**src/rtl/bce_pred_pipe_if.sv**
```systemverilog
// bce_pred_pipe_if: request/result/statistics bundle between decode, the branch unit and fetch redirect
interface bce_pred_pipe_if #(
  parameter int DATA_W = 32,
  parameter int PC_W   = 32,
  parameter int CNT_W  = 16
);
  logic              in_valid;
  logic              in_ready;
  logic [DATA_W-1:0] in_a;
  logic [DATA_W-1:0] in_b;
  logic [3:0]        in_bf;
  logic [PC_W-1:0]   in_pc;
  logic              flush;
  logic              out_valid;
  logic              out_ready;
  logic              out_is_branch;
  logic              out_taken;
  logic              out_pred;
  logic              out_mispredict;
  logic [PC_W-1:0]   out_pc;
  logic              stat_clr;
  logic [CNT_W-1:0]  stat_branches;
  logic [CNT_W-1:0]  stat_mispred;
  modport master (
    output in_valid, in_a, in_b, in_bf, in_pc, flush, out_ready, stat_clr,
    input  in_ready, out_valid, out_is_branch, out_taken, out_pred, out_mispredict, out_pc,
           stat_branches, stat_mispred
  );
  modport slave (
    input  in_valid, in_a, in_b, in_bf, in_pc, flush, out_ready, stat_clr,
    output in_ready, out_valid, out_is_branch, out_taken, out_pred, out_mispredict, out_pc,
           stat_branches, stat_mispred
  );
endinterface

```
**src/rtl/bce_pred_pipe.sv**
```systemverilog
// bce_pred_pipe: one-stage branch condition evaluator with 2-bit saturating PHT predictor and mispredict stats
module bce_pred_pipe #(
  parameter int DATA_W    = 32,
  parameter int PC_W      = 32,
  parameter int PHT_IDX_W = 6,
  parameter int CNT_W     = 16
) (
  input logic            clk,
  input logic            reset,
  bce_pred_pipe_if.slave bus
);
  localparam int N = 1 << PHT_IDX_W;
  logic [1:0]           pht [N];
  logic                 lt, z, eq, is_br, taken, capture, retire, upd, pred;
  logic [PHT_IDX_W-1:0] idx_in, idx_out;
  logic [1:0]           cnt_nxt, cnt_in;
  // decode the branch, resolve the handshake and look up the prediction, bypassing a same-cycle retire update
  always_comb begin
    lt           = bus.in_a[DATA_W-1];
    z            = bus.in_a == '0;
    eq           = bus.in_a == bus.in_b;
    is_br        = bus.in_bf[3] | (bus.in_bf[3:1] == 3'b001);
    taken        = bus.in_bf[3] ? bus.in_bf[1] ^ (bus.in_bf[2] ? (lt | z) : eq)
                                : is_br & (bus.in_bf[0] ^ lt);
    bus.in_ready = (~bus.out_valid | bus.out_ready) & ~bus.flush;
    capture      = bus.in_valid & bus.in_ready;
    retire       = bus.out_valid & bus.out_ready & ~bus.flush;
    upd          = retire & bus.out_is_branch;
    idx_in       = bus.in_pc[PHT_IDX_W+1:2];
    idx_out      = bus.out_pc[PHT_IDX_W+1:2];
    cnt_nxt      = bus.out_taken ? pht[idx_out] + {1'b0, ~&pht[idx_out]}
                                 : pht[idx_out] - {1'b0, |pht[idx_out]};
    cnt_in       = (upd && idx_out == idx_in) ? cnt_nxt : pht[idx_in];
    pred         = is_br & cnt_in[1];
  end
  assign bus.out_mispredict = bus.out_is_branch & (bus.out_taken ^ bus.out_pred);
  // result register: flush kills it, capture loads it, retire without a new capture empties it
  always_ff @(posedge clk or posedge reset) begin
    if (reset) begin
      bus.out_valid     <= 1'b0;
      bus.out_is_branch <= 1'b0;
      bus.out_taken     <= 1'b0;
      bus.out_pred      <= 1'b0;
      bus.out_pc        <= '0;
    end else begin
      bus.out_valid <= bus.flush ? 1'b0 : capture ? 1'b1 : retire ? 1'b0 : bus.out_valid;
      if (capture) begin
        bus.out_is_branch <= is_br;
        bus.out_taken     <= taken;
        bus.out_pred      <= pred;
        bus.out_pc        <= bus.in_pc;
      end
    end
  end
  // pattern history table trains on retired branches only; reset leaves every entry weakly not-taken
  always_ff @(posedge clk or posedge reset) begin
    if (reset) begin
      for (int i = 0; i < N; i++) pht[i] <= 2'b01;
    end else if (upd) begin
      pht[idx_out] <= cnt_nxt;
    end
  end
  // saturating retire statistics; clear beats a simultaneous increment
  always_ff @(posedge clk or posedge reset) begin
    if (reset) begin
      bus.stat_branches <= '0;
      bus.stat_mispred  <= '0;
    end else if (bus.stat_clr) begin
      bus.stat_branches <= '0;
      bus.stat_mispred  <= '0;
    end else if (upd) begin
      bus.stat_branches <= bus.stat_branches + {{(CNT_W-1){1'b0}}, ~&bus.stat_branches};
      bus.stat_mispred  <= bus.stat_mispred + {{(CNT_W-1){1'b0}}, bus.out_mispredict & ~&bus.stat_mispred};
    end
  end
endmodule
```
**src/flat_wrapper.sv**
```systemverilog
// flat-port wrapper written by rule: the top's interface ports become plain ports
module bce_pred_pipe_flat 
#(
  parameter int DATA_W    = 32,
  parameter int PC_W      = 32,
  parameter int PHT_IDX_W = 6,
  parameter int CNT_W     = 16
)
  (clk, reset, bus_in_valid, bus_in_a, bus_in_b, bus_in_bf, bus_in_pc, bus_flush, bus_out_ready, bus_stat_clr, bus_in_ready, bus_out_valid, bus_out_is_branch, bus_out_taken, bus_out_pred, bus_out_mispredict, bus_out_pc, bus_stat_branches, bus_stat_mispred);
  bce_pred_pipe_if #(.DATA_W(DATA_W), .PC_W(PC_W), .CNT_W(CNT_W)) bus_i ();
  input logic clk;
  input logic reset;
  input wire logic [$bits(bus_i.in_valid)-1:0] bus_in_valid;
  input wire logic [$bits(bus_i.in_a)-1:0] bus_in_a;
  input wire logic [$bits(bus_i.in_b)-1:0] bus_in_b;
  input wire logic [$bits(bus_i.in_bf)-1:0] bus_in_bf;
  input wire logic [$bits(bus_i.in_pc)-1:0] bus_in_pc;
  input wire logic [$bits(bus_i.flush)-1:0] bus_flush;
  input wire logic [$bits(bus_i.out_ready)-1:0] bus_out_ready;
  input wire logic [$bits(bus_i.stat_clr)-1:0] bus_stat_clr;
  output wire logic [$bits(bus_i.in_ready)-1:0] bus_in_ready;
  output wire logic [$bits(bus_i.out_valid)-1:0] bus_out_valid;
  output wire logic [$bits(bus_i.out_is_branch)-1:0] bus_out_is_branch;
  output wire logic [$bits(bus_i.out_taken)-1:0] bus_out_taken;
  output wire logic [$bits(bus_i.out_pred)-1:0] bus_out_pred;
  output wire logic [$bits(bus_i.out_mispredict)-1:0] bus_out_mispredict;
  output wire logic [$bits(bus_i.out_pc)-1:0] bus_out_pc;
  output wire logic [$bits(bus_i.stat_branches)-1:0] bus_stat_branches;
  output wire logic [$bits(bus_i.stat_mispred)-1:0] bus_stat_mispred;
  assign bus_i.in_valid = bus_in_valid;
  assign bus_i.in_a = bus_in_a;
  assign bus_i.in_b = bus_in_b;
  assign bus_i.in_bf = bus_in_bf;
  assign bus_i.in_pc = bus_in_pc;
  assign bus_i.flush = bus_flush;
  assign bus_i.out_ready = bus_out_ready;
  assign bus_i.stat_clr = bus_stat_clr;
  assign bus_in_ready = bus_i.in_ready;
  assign bus_out_valid = bus_i.out_valid;
  assign bus_out_is_branch = bus_i.out_is_branch;
  assign bus_out_taken = bus_i.out_taken;
  assign bus_out_pred = bus_i.out_pred;
  assign bus_out_mispredict = bus_i.out_mispredict;
  assign bus_out_pc = bus_i.out_pc;
  assign bus_stat_branches = bus_i.stat_branches;
  assign bus_stat_mispred = bus_i.stat_mispred;
  bce_pred_pipe #(.DATA_W(DATA_W), .PC_W(PC_W), .PHT_IDX_W(PHT_IDX_W), .CNT_W(CNT_W)) u_core (.clk(clk), .reset(reset), .bus(bus_i));
endmodule
```
**config.mk**
```make
export PLATFORM = sky130hd
export DESIGN_NAME = bce_pred_pipe_flat
export DESIGN_NICKNAME = d
export VERILOG_FILES = /design/src/rtl/bce_pred_pipe_if.sv /design/src/rtl/bce_pred_pipe.sv /design/src/flat_wrapper.sv
export SDC_FILE = /design/constraint.sdc
export NUM_CORES = 1
export LEC_CHECK = 0
export CAP_MARGIN = 20
export CORE_UTILIZATION = 55
export CTS_BUF_LIST = sky130_fd_sc_hd__clkbuf_4
export DETAILED_ROUTE_END_ITERATION = 10
export GPL_TIMING_DRIVEN = 0
export HOLD_SLACK_MARGIN = 0.05
export PLACE_DENSITY = 0.82
export SETUP_SLACK_MARGIN = 0.4
export SYNTH_ARGS = -nofsm -noshare
export SYNTH_HDL_FRONTEND = slang
export SYNTH_SLANG_ARGS = --single-unit
export TNS_END_PERCENT = 1
```
**constraint.sdc**
```tcl
create_clock -name clk -period 13.45 [get_ports clk]
set_clock_uncertainty 0.1 [all_clocks]
set_input_delay 1.345 -clock clk [delete_from_list [all_inputs] [get_ports clk]]
set_output_delay 1.345 -clock clk [all_outputs]
set_load 0.05 [all_outputs]
```
==> run_results.csv <==
group,metric,value,unit
grt,overflow,0,
route,via_per_inst,5.93,
route,topRoutingLayerUsed,"met4",
power,p_int,0.859,mW
timing,slew_headroom,0.205,
route,drtIter0Drc,770,
power,clockPowerShare,0.241,
worst_setup_path,critPathMaxFanout,10,
worst_setup_path,crit_arrival,5.11,ns
timing,layout_min_cycle_time,4.67,ns
place,place_ws,8.95,ns
cts,numCtsBuffers,17,
place,gp_congestion,0.939,
job,cap_viol_max_count,0,
timing,timing.final.crit_share,0.347,
timing,rsz0062_at_grt,"false",
finish,syn_to_final_growth,22.4,%
timing,timing.fmax,0.214,GHz
logic_synthesis,synth_top_area_frac,0.308,
worst_setup_path,required,13.89,ns
power,seqPwrFrac,0.470,
worst_setup_path,startpoint_type,"flop",
cts,path_clk_slew,0.17,ns
finish,nNetsFinal,1333,
route,drc,0,
logic_synthesis,syn-cell-area,10700,µm²
place,port_buffers,172,
logic_synthesis,synth_edf_count,0,
timing,final.setup.worst_slack,8.78,ns
worst_setup_path,path_class,"reg -> reg",
grt,grt_pass1_wl,47200,µm
power,swShare,0.372,
route,wl_per_cell,20.2,µm
power,power.switching,0.509,mW
cts,h-tree-depth,4,
worst_setup_path,end_kind,"flop",
logic_synthesis,syn_inst,1028,
logic_synthesis,syn_avg_cell_area,10.4,µm²
timing,drv_slew,0,
timing,tightest_slew,1.19,ns
cts,clk_latency,0.65,ns
grt,antenna_found_initial,0,
route,first_pass_iters,6,
floorplan,core_area,18900,µm²
route,dr_wl_met3,3010,µm
grt,grt_max_degree,103,
power,combinationalPowerShare,0.289,
logic_synthesis,yosysTopAreaCell,"dfrtp_1",
timing,hold_violations,0,
logic_synthesis,synthTopCellsByCount,"253 x nand2_1, 132 x dfrtp_1, 75 x mux2_2",
logic_synthesis,yosysUniqueCellTypes,71,
logic_synthesis,synth_flop_cell,"dfrtp_1",
logic_synthesis,ys_top_cells_by_area,"dfrtp_1 31%, dfstp_2 16%, nand2_1 8.9%, mux2_2 7.9%, o21ai_2 4.9%",
floorplan,fp.dieH,142,µm
logic_synthesis,synth_fp_nets,1139,
outcome,status,"complete, no violations",
timing,fin_setup_tns,0,ns
cts,cts_root_buffer,"clkbuf_4",
floorplan,die_w,142,µm
power,leakagePower,5.44,nW
logic_synthesis,async_reset_ff_frac,1.00,
cts,hold_buffers,0,
finish,drive_gt1_frac,0.236,
cts,ctsResizeCount,0,
route,ant_nets,0,
cts,cts_tree,"yes",
floorplan,die_area,20000,µm²
timing,holdWs,0.396,ns
logic_synthesis,synth_seq_cells,196,
logic_synthesis,ys_seq_area_frac,0.465,
logic_synthesis,yosysWarnings,0,
cts,cts.path.max_buffers,2,
floorplan,rows,50,
cts,post_cts_buffers,0,
finish,diodes,0,
route,wirelength,30300,µm
timing,setup_violations,0,
route,vias,8871,
route,wl_met2,13800,µm
floorplan,io_pins,176,
grt,grt_pass1_vias,8682,
power,power_per_cell_area,104,nW/µm²
hold_path,hold_class,"reg -> reg",
place,post-dp-hpwl,22000,µm
floorplan,start_util,0.567,
cts,cts.sinks,196,
route,wl_met1,12300,µm
grt,grt_util_all_layers,0.312,
power,vdd_drop_max,0.0966,mV
logic_synthesis,post-synth-top-count-cell,"nand2_1",
## flip-flops by register name, summed over array words and instances, names as in the netlist
signal                    cells
u_core.bus.out_valid          1
u_core.bus.out_taken          1
u_core.pht                  128
u_core.bus.out_pc            32
u_core.bus.out_pred           1
u_core.bus.stat_branches     16
u_core.bus.out_is_branch      1
u_core.bus.stat_mispred      16
## worst max-delay path, cell delays in order, from the launching register on
cell      delay, ns
dfrtp_1        0.41
buf_2          0.18
nand2b_1       0.08
clkbuf_1       0.60
o21ai_0        0.25
a211o_1        0.37
a22o_1         0.23
nor4_2         0.57
and3_1         0.25
a21oi_1        0.05
ha_1           0.28
xnor2_2        0.80
buf_6          0.28
o21ai_2        0.08
## placed cells by master, fill, tap and decap left out, drive strengths merged, types with 22 or more instances in the layout
cell type	synthesis	final
buf	24	27
clkbuf	34	51
clkdlybuf4s50	0	172
dfrtp	132	132
dfstp	64	64
mux2	76	76
mux4	22	22
nand2	253	253
nor2	48	48
o21ai	74	74
xnor2	23	23
xor2	47	47
## metal layers
layer / track usage / vias to the layer above
met5: 0 / -
met1: 0.410 / 4264
met4: 0.128 / 0
li1: - / 4033
met2: 0.499 / 457
met3: 0.0729 / 117
## per-stage QoR
stage / total power [mW] / std cells / util / instance area, µm²
final: 1.37 / 1495 / 0.694 / 13100
after global routing: 1.42 / 1495 / 0.694 / 13100
after CTS: 1.37 / 1495 / 0.694 / 13100
after detailed placement: 1.04 / 1463 / 0.678 / 12800
after global placement: 1.03 / 1460 / 0.675 / 12800
after floorplan: 0.893 / 1028 / - / 10700
## cells by family (layout without fill, tap and decap cells)
| group | after synthesis | after routing | share of synthesized area |
|---|---|---|---|
| mux | 117 | 117 | 0.144 |
| buf+inv | 69 | 276 | 0.0335 |
| xor+xnor | 70 | 70 | 0.0580 |
| compound gates | 149 | 149 | 0.113 |
| simple gates | 422 | 422 | 0.180 |
| fa+ha+maj | 5 | 5 | 0.00584 |
| flops | 196 | 196 | 0.465 |
## final timing paths
check                                      start                    end  slack (ns)  depth (start not counted)
setup / recovery            u_core.bus.out_pc[2]         u_core.pht[73]        8.78                         13
hold / removal             u_core.bus.out_pc[27]  u_core.bus.out_pc[27]        0.40                          2
setup reg to reg            u_core.bus.out_pc[2]         u_core.pht[73]        8.78                         13
hold reg to reg            u_core.bus.out_pc[27]  u_core.bus.out_pc[27]        0.40                          2
max in group asynchronous                  reset         u_core.pht[88]       11.20                          3
min in group asynchronous                  reset  u_core.bus.out_pc[17]        1.08                          2
## power groups by stage
stage	registers [mW]	clock network [mW]	logic, mW
final	0.643	0.330	0.395
after global routing	0.645	0.355	0.418
after CTS	0.642	0.332	0.391
after detailed placement	0.652	0	0.390
after global placement	0.651	0	0.383
after floorplan	0.703	0	0.190
## layout make-up
| class | instances | area [µm²] |
|---|---|---|
| well taps | 260 | 325 |
| clock buffers | 17 | 128 |
| plain buffers | 58 | 318 |
| multi-input cells | 763 | 5380 |
| flip-flops and latches | 196 | 4980 |
| repair buffers | 175 | 1760 |
| inverters | 11 | 48.8 |
| clock inverters | 15 | 168 |
| fillers | 1456 | 5780 |
Note: power is estimated with default switching activity, not from simulation.
